===== config.mk =====
export PLATFORM = sky130hd
export DESIGN_NAME = result_uart_dumper_flat
export DESIGN_NICKNAME = d
export VERILOG_FILES = /design/src/rtl/result_uart_dumper_if.sv /design/src/rtl/result_uart_dumper.sv /design/src/flat_wrapper.sv
export SDC_FILE = /design/constraint.sdc
export NUM_CORES = 1
export LEC_CHECK = 0
export CORE_MARGIN = 2
export CORE_UTILIZATION = 35
export CTS_CLUSTER_DIAMETER = 200
export CTS_CLUSTER_SIZE = 20
export DETAILED_ROUTE_END_ITERATION = 7
export GPL_ROUTABILITY_DRIVEN = 1
export PLACE_DENSITY = 0.65
export SETUP_SLACK_MARGIN = 0.1
export SLEW_MARGIN = 30
export SYNTH_ARGS = -nofsm -noshare
export SYNTH_HDL_FRONTEND = slang
export SYNTH_SLANG_ARGS = --single-unit

===== constraint.sdc =====
create_clock -name clock -period 3.2 [get_ports clock]
set_input_delay 0.48 -clock clock [delete_from_list [all_inputs] [get_ports clock]]
set_output_delay 0.48 -clock clock [all_outputs]
set_load 0.01 [all_outputs]

===== src/rtl/result_uart_dumper_if.sv =====
`default_nettype none
// ----------------------------------------------------------------------------
// result_uart_dumper_if: start/status, result RAM read port and UART line.
// Revision: 1.0
// ----------------------------------------------------------------------------
interface result_uart_dumper_if #(
   parameter int WIDTH_BITS  = 7,
   parameter int HEIGHT_BITS = 7
);
   logic                   iStart;
   logic [WIDTH_BITS-1:0]  oResultCol;
   logic [HEIGHT_BITS-1:0] oResultRow;
   logic [7:0]             iResultData;
   logic                   oTx;
   logic                   oBusy;
   logic                   oDone;

   // master is the dumper; slave is the controller, RAM and host side
   modport master (
      input  iStart,
      input  iResultData,
      output oResultCol,
      output oResultRow,
      output oTx,
      output oBusy,
      output oDone
   );

   modport slave (
      output iStart,
      output iResultData,
      input  oResultCol,
      input  oResultRow,
      input  oTx,
      input  oBusy,
      input  oDone
   );
endinterface
`default_nettype wire


===== src/rtl/result_uart_dumper.sv =====
`default_nettype none
// ----------------------------------------------------------------------------
// result_uart_dumper: scans the binarized result RAM, packs 8 pixels per byte
// (first pixel in the MSB) and sends them out as 8N1 UART.  Revision: 1.0
// ----------------------------------------------------------------------------
module result_uart_dumper #(
   parameter int WIDTH_BITS   = 7,
   parameter int HEIGHT_BITS  = 7,
   parameter int CLKS_PER_BIT = 868
) (
   input  wire logic            clock,
   input  wire logic            reset,
   result_uart_dumper_if.master bus
);

   localparam int BAUD_W = (CLKS_PER_BIT > 1) ? $clog2(CLKS_PER_BIT) : 1;
   localparam logic [BAUD_W-1:0]      BAUD_LAST = BAUD_W'(CLKS_PER_BIT - 1);
   localparam logic [WIDTH_BITS-1:0]  COL_LAST  = '1;
   localparam logic [HEIGHT_BITS-1:0] ROW_LAST  = '1;

   typedef enum logic [2:0] {
      IDLE  = 3'd0,
      READ  = 3'd1,
      LATCH = 3'd2,
      START = 3'd3,
      DATA  = 3'd4,
      STOP  = 3'd5,
      DONE  = 3'd6
   } state_t;

   state_t                 state;
   state_t                 next_state;

   logic [WIDTH_BITS-1:0]  col;
   logic [HEIGHT_BITS-1:0] row;
   logic [BAUD_W-1:0]      baud_cnt;
   logic [2:0]             bit_idx;
   logic [2:0]             pix_idx;
   logic [7:0]             shift_byte;
   logic                   last_byte;
   logic                   done;

   logic                   baud_end;
   logic                   tx;
   logic                   busy;

   assign baud_end = (baud_cnt == BAUD_LAST);

   always_ff @(posedge clock) begin
      if (reset) begin
         state <= IDLE;
      end else begin
         state <= next_state;
      end
   end

   always_comb begin
      next_state = state;
      tx         = 1'b1;
      busy       = 1'b1;
      case (state)
         IDLE: begin
            busy = 1'b0;
            if (bus.iStart) begin
               next_state = READ;
            end
         end
         READ: begin
            next_state = LATCH;
         end
         LATCH: begin
            next_state = (pix_idx == 3'd7) ? START : READ;
         end
         START: begin
            tx = 1'b0;
            if (baud_end) begin
               next_state = DATA;
            end
         end
         DATA: begin
            tx = shift_byte[bit_idx];
            if (baud_end && (bit_idx == 3'd7)) begin
               next_state = STOP;
            end
         end
         STOP: begin
            if (baud_end) begin
               next_state = last_byte ? DONE : READ;
            end
         end
         DONE: begin
            busy       = 1'b0;
            next_state = IDLE;
         end
         default: begin
            busy       = 1'b0;
            next_state = IDLE;
         end
      endcase
   end

   always_ff @(posedge clock) begin
      if (reset) begin
         col        <= '0;
         row        <= '0;
         baud_cnt   <= '0;
         bit_idx    <= 3'd0;
         pix_idx    <= 3'd0;
         shift_byte <= 8'd0;
         last_byte  <= 1'b0;
         done       <= 1'b0;
      end else begin
         case (state)
            IDLE: begin
               if (bus.iStart) begin
                  col       <= '0;
                  row       <= '0;
                  baud_cnt  <= '0;
                  bit_idx   <= 3'd0;
                  pix_idx   <= 3'd0;
                  last_byte <= 1'b0;
                  done      <= 1'b0;
               end
            end
            LATCH: begin
               // RAM data for the address driven in READ arrives now
               shift_byte[3'd7 - pix_idx] <= (bus.iResultData != 8'd0);
               pix_idx  <= pix_idx + 3'd1;
               col      <= col + 1'b1;
               baud_cnt <= '0;
               if (col == COL_LAST) begin
                  row <= row + 1'b1;
                  if (row == ROW_LAST) begin
                     last_byte <= 1'b1;
                  end
               end
            end
            START: begin
               baud_cnt <= baud_end ? '0 : baud_cnt + 1'b1;
            end
            DATA: begin
               baud_cnt <= baud_end ? '0 : baud_cnt + 1'b1;
               if (baud_end) begin
                  bit_idx <= bit_idx + 3'd1;
               end
            end
            STOP: begin
               baud_cnt <= baud_end ? '0 : baud_cnt + 1'b1;
               // done rises together with entering DONE, as busy falls
               if (baud_end && last_byte) begin
                  done <= 1'b1;
               end
            end
            default: begin
            end
         endcase
      end
   end

   assign bus.oResultCol = col;
   assign bus.oResultRow = row;
   assign bus.oTx        = tx;
   assign bus.oBusy      = busy;
   assign bus.oDone      = done;

endmodule
`default_nettype wire


===== src/flat_wrapper.sv =====
// flat-port wrapper written by rule: the top's interface ports become plain ports
module result_uart_dumper_flat 
#(
   parameter int WIDTH_BITS   = 7,
   parameter int HEIGHT_BITS  = 7,
   parameter int CLKS_PER_BIT = 868
)
  (clock, reset, bus_iStart, bus_iResultData, bus_oResultCol, bus_oResultRow, bus_oTx, bus_oBusy, bus_oDone);
  result_uart_dumper_if #(.WIDTH_BITS(WIDTH_BITS), .HEIGHT_BITS(HEIGHT_BITS)) bus_i ();
  input  wire logic clock;
  input  wire logic reset;
  input wire logic [$bits(bus_i.iStart)-1:0] bus_iStart;
  input wire logic [$bits(bus_i.iResultData)-1:0] bus_iResultData;
  output wire logic [$bits(bus_i.oResultCol)-1:0] bus_oResultCol;
  output wire logic [$bits(bus_i.oResultRow)-1:0] bus_oResultRow;
  output wire logic [$bits(bus_i.oTx)-1:0] bus_oTx;
  output wire logic [$bits(bus_i.oBusy)-1:0] bus_oBusy;
  output wire logic [$bits(bus_i.oDone)-1:0] bus_oDone;
  assign bus_i.iStart = bus_iStart;
  assign bus_i.iResultData = bus_iResultData;
  assign bus_oResultCol = bus_i.oResultCol;
  assign bus_oResultRow = bus_i.oResultRow;
  assign bus_oTx = bus_i.oTx;
  assign bus_oBusy = bus_i.oBusy;
  assign bus_oDone = bus_i.oDone;
  result_uart_dumper #(.WIDTH_BITS(WIDTH_BITS), .HEIGHT_BITS(HEIGHT_BITS), .CLKS_PER_BIT(CLKS_PER_BIT)) u_core (.clock(clock), .reset(reset), .bus(bus_i));
endmodule

==> flow_metrics.env <==
export IMPL_ir_drop_mv=0.1947
export IMPL_rsz0062_at_grt="no"
export IMPL_drt_iter0_drc=148
export IMPL_yosys_warnings=0
export IMPL_drive_gt1_share_pct=7.023
export IMPL_skew_ns=0.01203
export IMPL_max_freq_mhz=384.9
export IMPL_initial_utilization_pct=36.12
export IMPL_tightest_slew_ns=0.6758
export IMPL_start_kind="flop"
export IMPL_avgSynthCellArea_um2=8.370
export IMPL_antenna_found_initial=0
export IMPL_vias_per_cell=5.566
export IMPL_cts_resized=0
export IMPL_syn_area_um2=2293
export IMPL_io_buffers=27
export IMPL_groute_usage_overall_pct=14.82
export IMPL_clock_path_buffers=2
export IMPL_wl_um=5017
export IMPL_arrival_ns=2.12
export IMPL_row_count=29
export IMPL_htreeDepth=2
export IMPL_ys_flop_type="dfxtp_1"
export IMPL_grt_pass1_vias=1925
export IMPL_reg2reg_to="u_core.state[2]"
export IMPL_cts_inserted_buffers=5
export IMPL_dr_pass1_iters=4
export IMPL_die_h_um=84.95
export IMPL_synth_cell_types=50
export IMPL_hold_path_class="reg2reg"
export IMPL_outcome="finished clean"
export IMPL_worst_setup_path_type="reg2out"
export IMPL_fin_crit_sh_pct=81.19
export IMPL_seq_area_frac_synth_pct=37.53
export IMPL_vias=2093
export IMPL_setup_ws_ns=0.6020
export IMPL_finalSetupViolCount=0
export IMPL_final_util_pct=43.13
export IMPL_clk_latency_ns=0.30
export IMPL_synthesis_nets=292
export IMPL_crit_fanout=17
export IMPL_routedWlPerCell_um=13.34
export IMPL_drv_cap=0
export IMPL_reg2reg_depth=5
export IMPL_crit_required_ns=2.72
export IMPL_reg2reg_setup_slack_ns=1.14
export IMPL_dp_hpwl_um=3571
export IMPL_pre_cts_slack_ns=0.9142
export IMPL_p_per_area_nw_per_um2=441.9
export IMPL_hp_start="u_core.last_byte"
export IMPL_overflow=0
export IMPL_r2r_start="u_core.baud_cnt[0]"
export IMPL_p_leak_nw=0.9875
export IMPL_slew_headroom_pct=54.83
export IMPL_grt_pass1_wl_um=8804
export IMPL_cts_root_buf="clkbuf_8"
export IMPL_ios=28
export IMPL_fin_tns_setup_ns=0
export IMPL_synth_edff_count=0
export IMPL_ant_nets=0
export IMPL_async_flop_share_pct=0
export IMPL_fin_crit_ns=2.598
export IMPL_cp_end_kind="primary output"
export IMPL_cts_tree="done"
export IMPL_die_w_um=84.95
export IMPL_hold_end="u_core.last_byte"
export IMPL_dieArea_um2=7217
export IMPL_hold_violations=0
export IMPL_syn_inst=274
export IMPL_globalplace_congestion=0.7840
export IMPL_cts_hold_fix_buffers=0
export IMPL_syn_to_final_growth_pct=19.42
export IMPL_final_nets=316
export IMPL_post_cts_setup_buffers=0
export IMPL_final_max_slew_viol_count=0
export IMPL_clkSinkCount=43
export IMPL_worstHoldPathCells=1
export IMPL_cts_clk_slew_worst_paths_ns=0.09
export IMPL_core_area_um2=6350
export IMPL_grt_max_degree=22
export IMPL_diodes=0
export IMPL_drc=0
export IMPL_ys_ff_latch=43
## final cells by class
class | count | area [um^2]
timing repair buffer | 30 | 292.8
clock buffer | 6 | 82.58
tap | 77 | 96.34
inverter | 6 | 22.52
multi-input combinational | 212 | 1349
fill | 623 | 3611
sequential | 43 | 860.8
clock inverter | 2 | 35.03
## worst max-delay path by stage
stage          endpoint  depth (start not counted)              start  slack (ns)
5_1_grt         bus_oTx                          4    u_core.state[2]        0.41
3_3_place_gp    bus_oTx                          4    u_core.state[2]        0.95
4_1_cts         bus_oTx                          4    u_core.state[2]        0.57
2_1_floorplan   bus_oTx                          3  u_core.bit_idx[0]        1.57
6_report        bus_oTx                          4    u_core.state[2]        0.60
3_5_place_dp    bus_oTx                          4    u_core.state[2]        0.91
## per-stage QoR
stage / power (mW) / hold slack [ns] / area, um^2 / std cells
2_1_floorplan: 0.7196 / 0.4404 / 2293 / 274
3_3_place_gp: 0.7776 / 0.4516 / 2621 / 368
3_5_place_dp: 0.7792 / 0.4596 / 2621 / 368
4_1_cts: 1.223 / 0.4813 / 2739 / 376
5_1_grt: 1.275 / 0.5068 / 2739 / 376
6_report: 1.210 / 0.4788 / 2739 / 376
## report_power, final
part           switching [mW]  total, mW  internal, mW
clock network           0.189      0.442         0.253
registers              0.0349      0.581         0.546
logic                   0.109      0.187        0.0780
total                   0.333       1.21         0.877
## worst max-delay path, stage by stage, from the launching register on
cell,delay [ns]
dfxtp_1,0.68
inv_1,0.18
and3_1,0.25
a21oi_1,0.15
clkdlybuf4s50_1,0.56
## flip-flops by register name, indices dropped and copies added, names as in the netlist
name / cells
u_core.shift_byte: 8
u_core.bus.oResultCol: 7
u_core.baud_cnt: 10
u_core.bus.oResultRow: 7
u_core.last_byte: 1
u_core.bit_idx: 3
u_core.pix_idx: 3
u_core.bus.oDone: 1
u_core.state: 3
## metal layers
metal	global-route usage (%)	vias up	share of wire (%)
met1	20.71	972	49
met2	22.51	38	45
li1	-	1077	-
met3	3.307	6	4.1
met4	5.195	0	1.5
met5	0	-	0
## placed cells by master (no fill, tap or decap), types with 2 or more instances in the layout
master           synthesis  routed
inv_1                    6       6
or3b_1                   2       2
clkbuf_8                 0       6
and3_1                   8       8
a211oi_1                 3       3
nand2_1                 19      19
nor3_1                   9       9
or3_1                    3       3
clkdlybuf4s50_1          0      27
o21a_1                   2       2
a22oi_1                  3       3
xnor2_1                  2       2
nand3b_1                 4       4
nor4_1                   3       3
dfxtp_1                 43      43
a221oi_1                 2       2
a21oi_1                 24      24
nand4_1                  6       6
a41oi_1                  2       2
o21ai_0                  9       9
ha_1                     7       7
o211ai_1                 3       3
and4_1                   2       2
nand2b_1                 3       3
buf_4                    0       3
or2_2                    2       2
nand3_1                 20      20
or4_1                    3       3
a31oi_1                 11      11
mux4_2                   2       2
mux2i_1                  8       8
nor2_1                  26      26
nor3b_1                  2       2
nor2b_1                  4       4
and2_1                   4       4
## cells in the mapped netlist, types with 2 or more instances
| library cell | n | area share (%) |
|---|---|---|
| nor4_1 | 3 | 0.82 |
| clkbuf_1 | 7 | 1.1 |
| buf_2 | 4 | 0.87 |
| a31oi_1 | 11 | 3.0 |
| a221oi_1 | 2 | 0.76 |
| inv_1 | 6 | 0.98 |
| xnor2_1 | 2 | 0.76 |
| nand4_1 | 6 | 1.6 |
| nor3_1 | 9 | 2.0 |
| and3_1 | 8 | 2.2 |
| o21ai_0 | 9 | 2.0 |
| a21oi_1 | 24 | 5.2 |
| nor2b_1 | 4 | 1.1 |
| nor3b_1 | 2 | 0.65 |
| dfxtp_1 | 43 | 38 |
| or4_1 | 3 | 0.98 |
| a22oi_1 | 3 | 0.98 |
| o211ai_1 | 3 | 0.98 |
| a41oi_1 | 2 | 0.76 |
| mux4_2 | 2 | 2.0 |
| or3_1 | 3 | 0.82 |
| and4_1 | 2 | 0.76 |
| nor2_1 | 26 | 4.3 |
| ha_1 | 7 | 3.8 |
| o21a_1 | 2 | 0.65 |
| or3b_1 | 2 | 0.76 |
| or2_2 | 2 | 0.55 |
| nand3_1 | 20 | 4.4 |
| nand2b_1 | 3 | 0.82 |
| nand2_1 | 19 | 3.1 |
| and2_1 | 4 | 1.1 |
| a211oi_1 | 3 | 0.98 |
| nand3b_1 | 4 | 1.3 |
| mux2i_1 | 8 | 3.5 |
## cells by family (layout without fill, tap and decap cells)
family	after synthesis	after routing	share of synthesized area, %
DFF	43	43	37.53
and+or+nand+nor	126	126	30.28
xor gates and xnor gates	2	2	0.7639
buffers and inverters	19	44	3.655
AOI/OAI and AO/OA	66	66	18.00
muxes	11	11	5.947
adders and majority gates	7	7	3.819
Note: power is estimated with default switching activity, not from simulation.
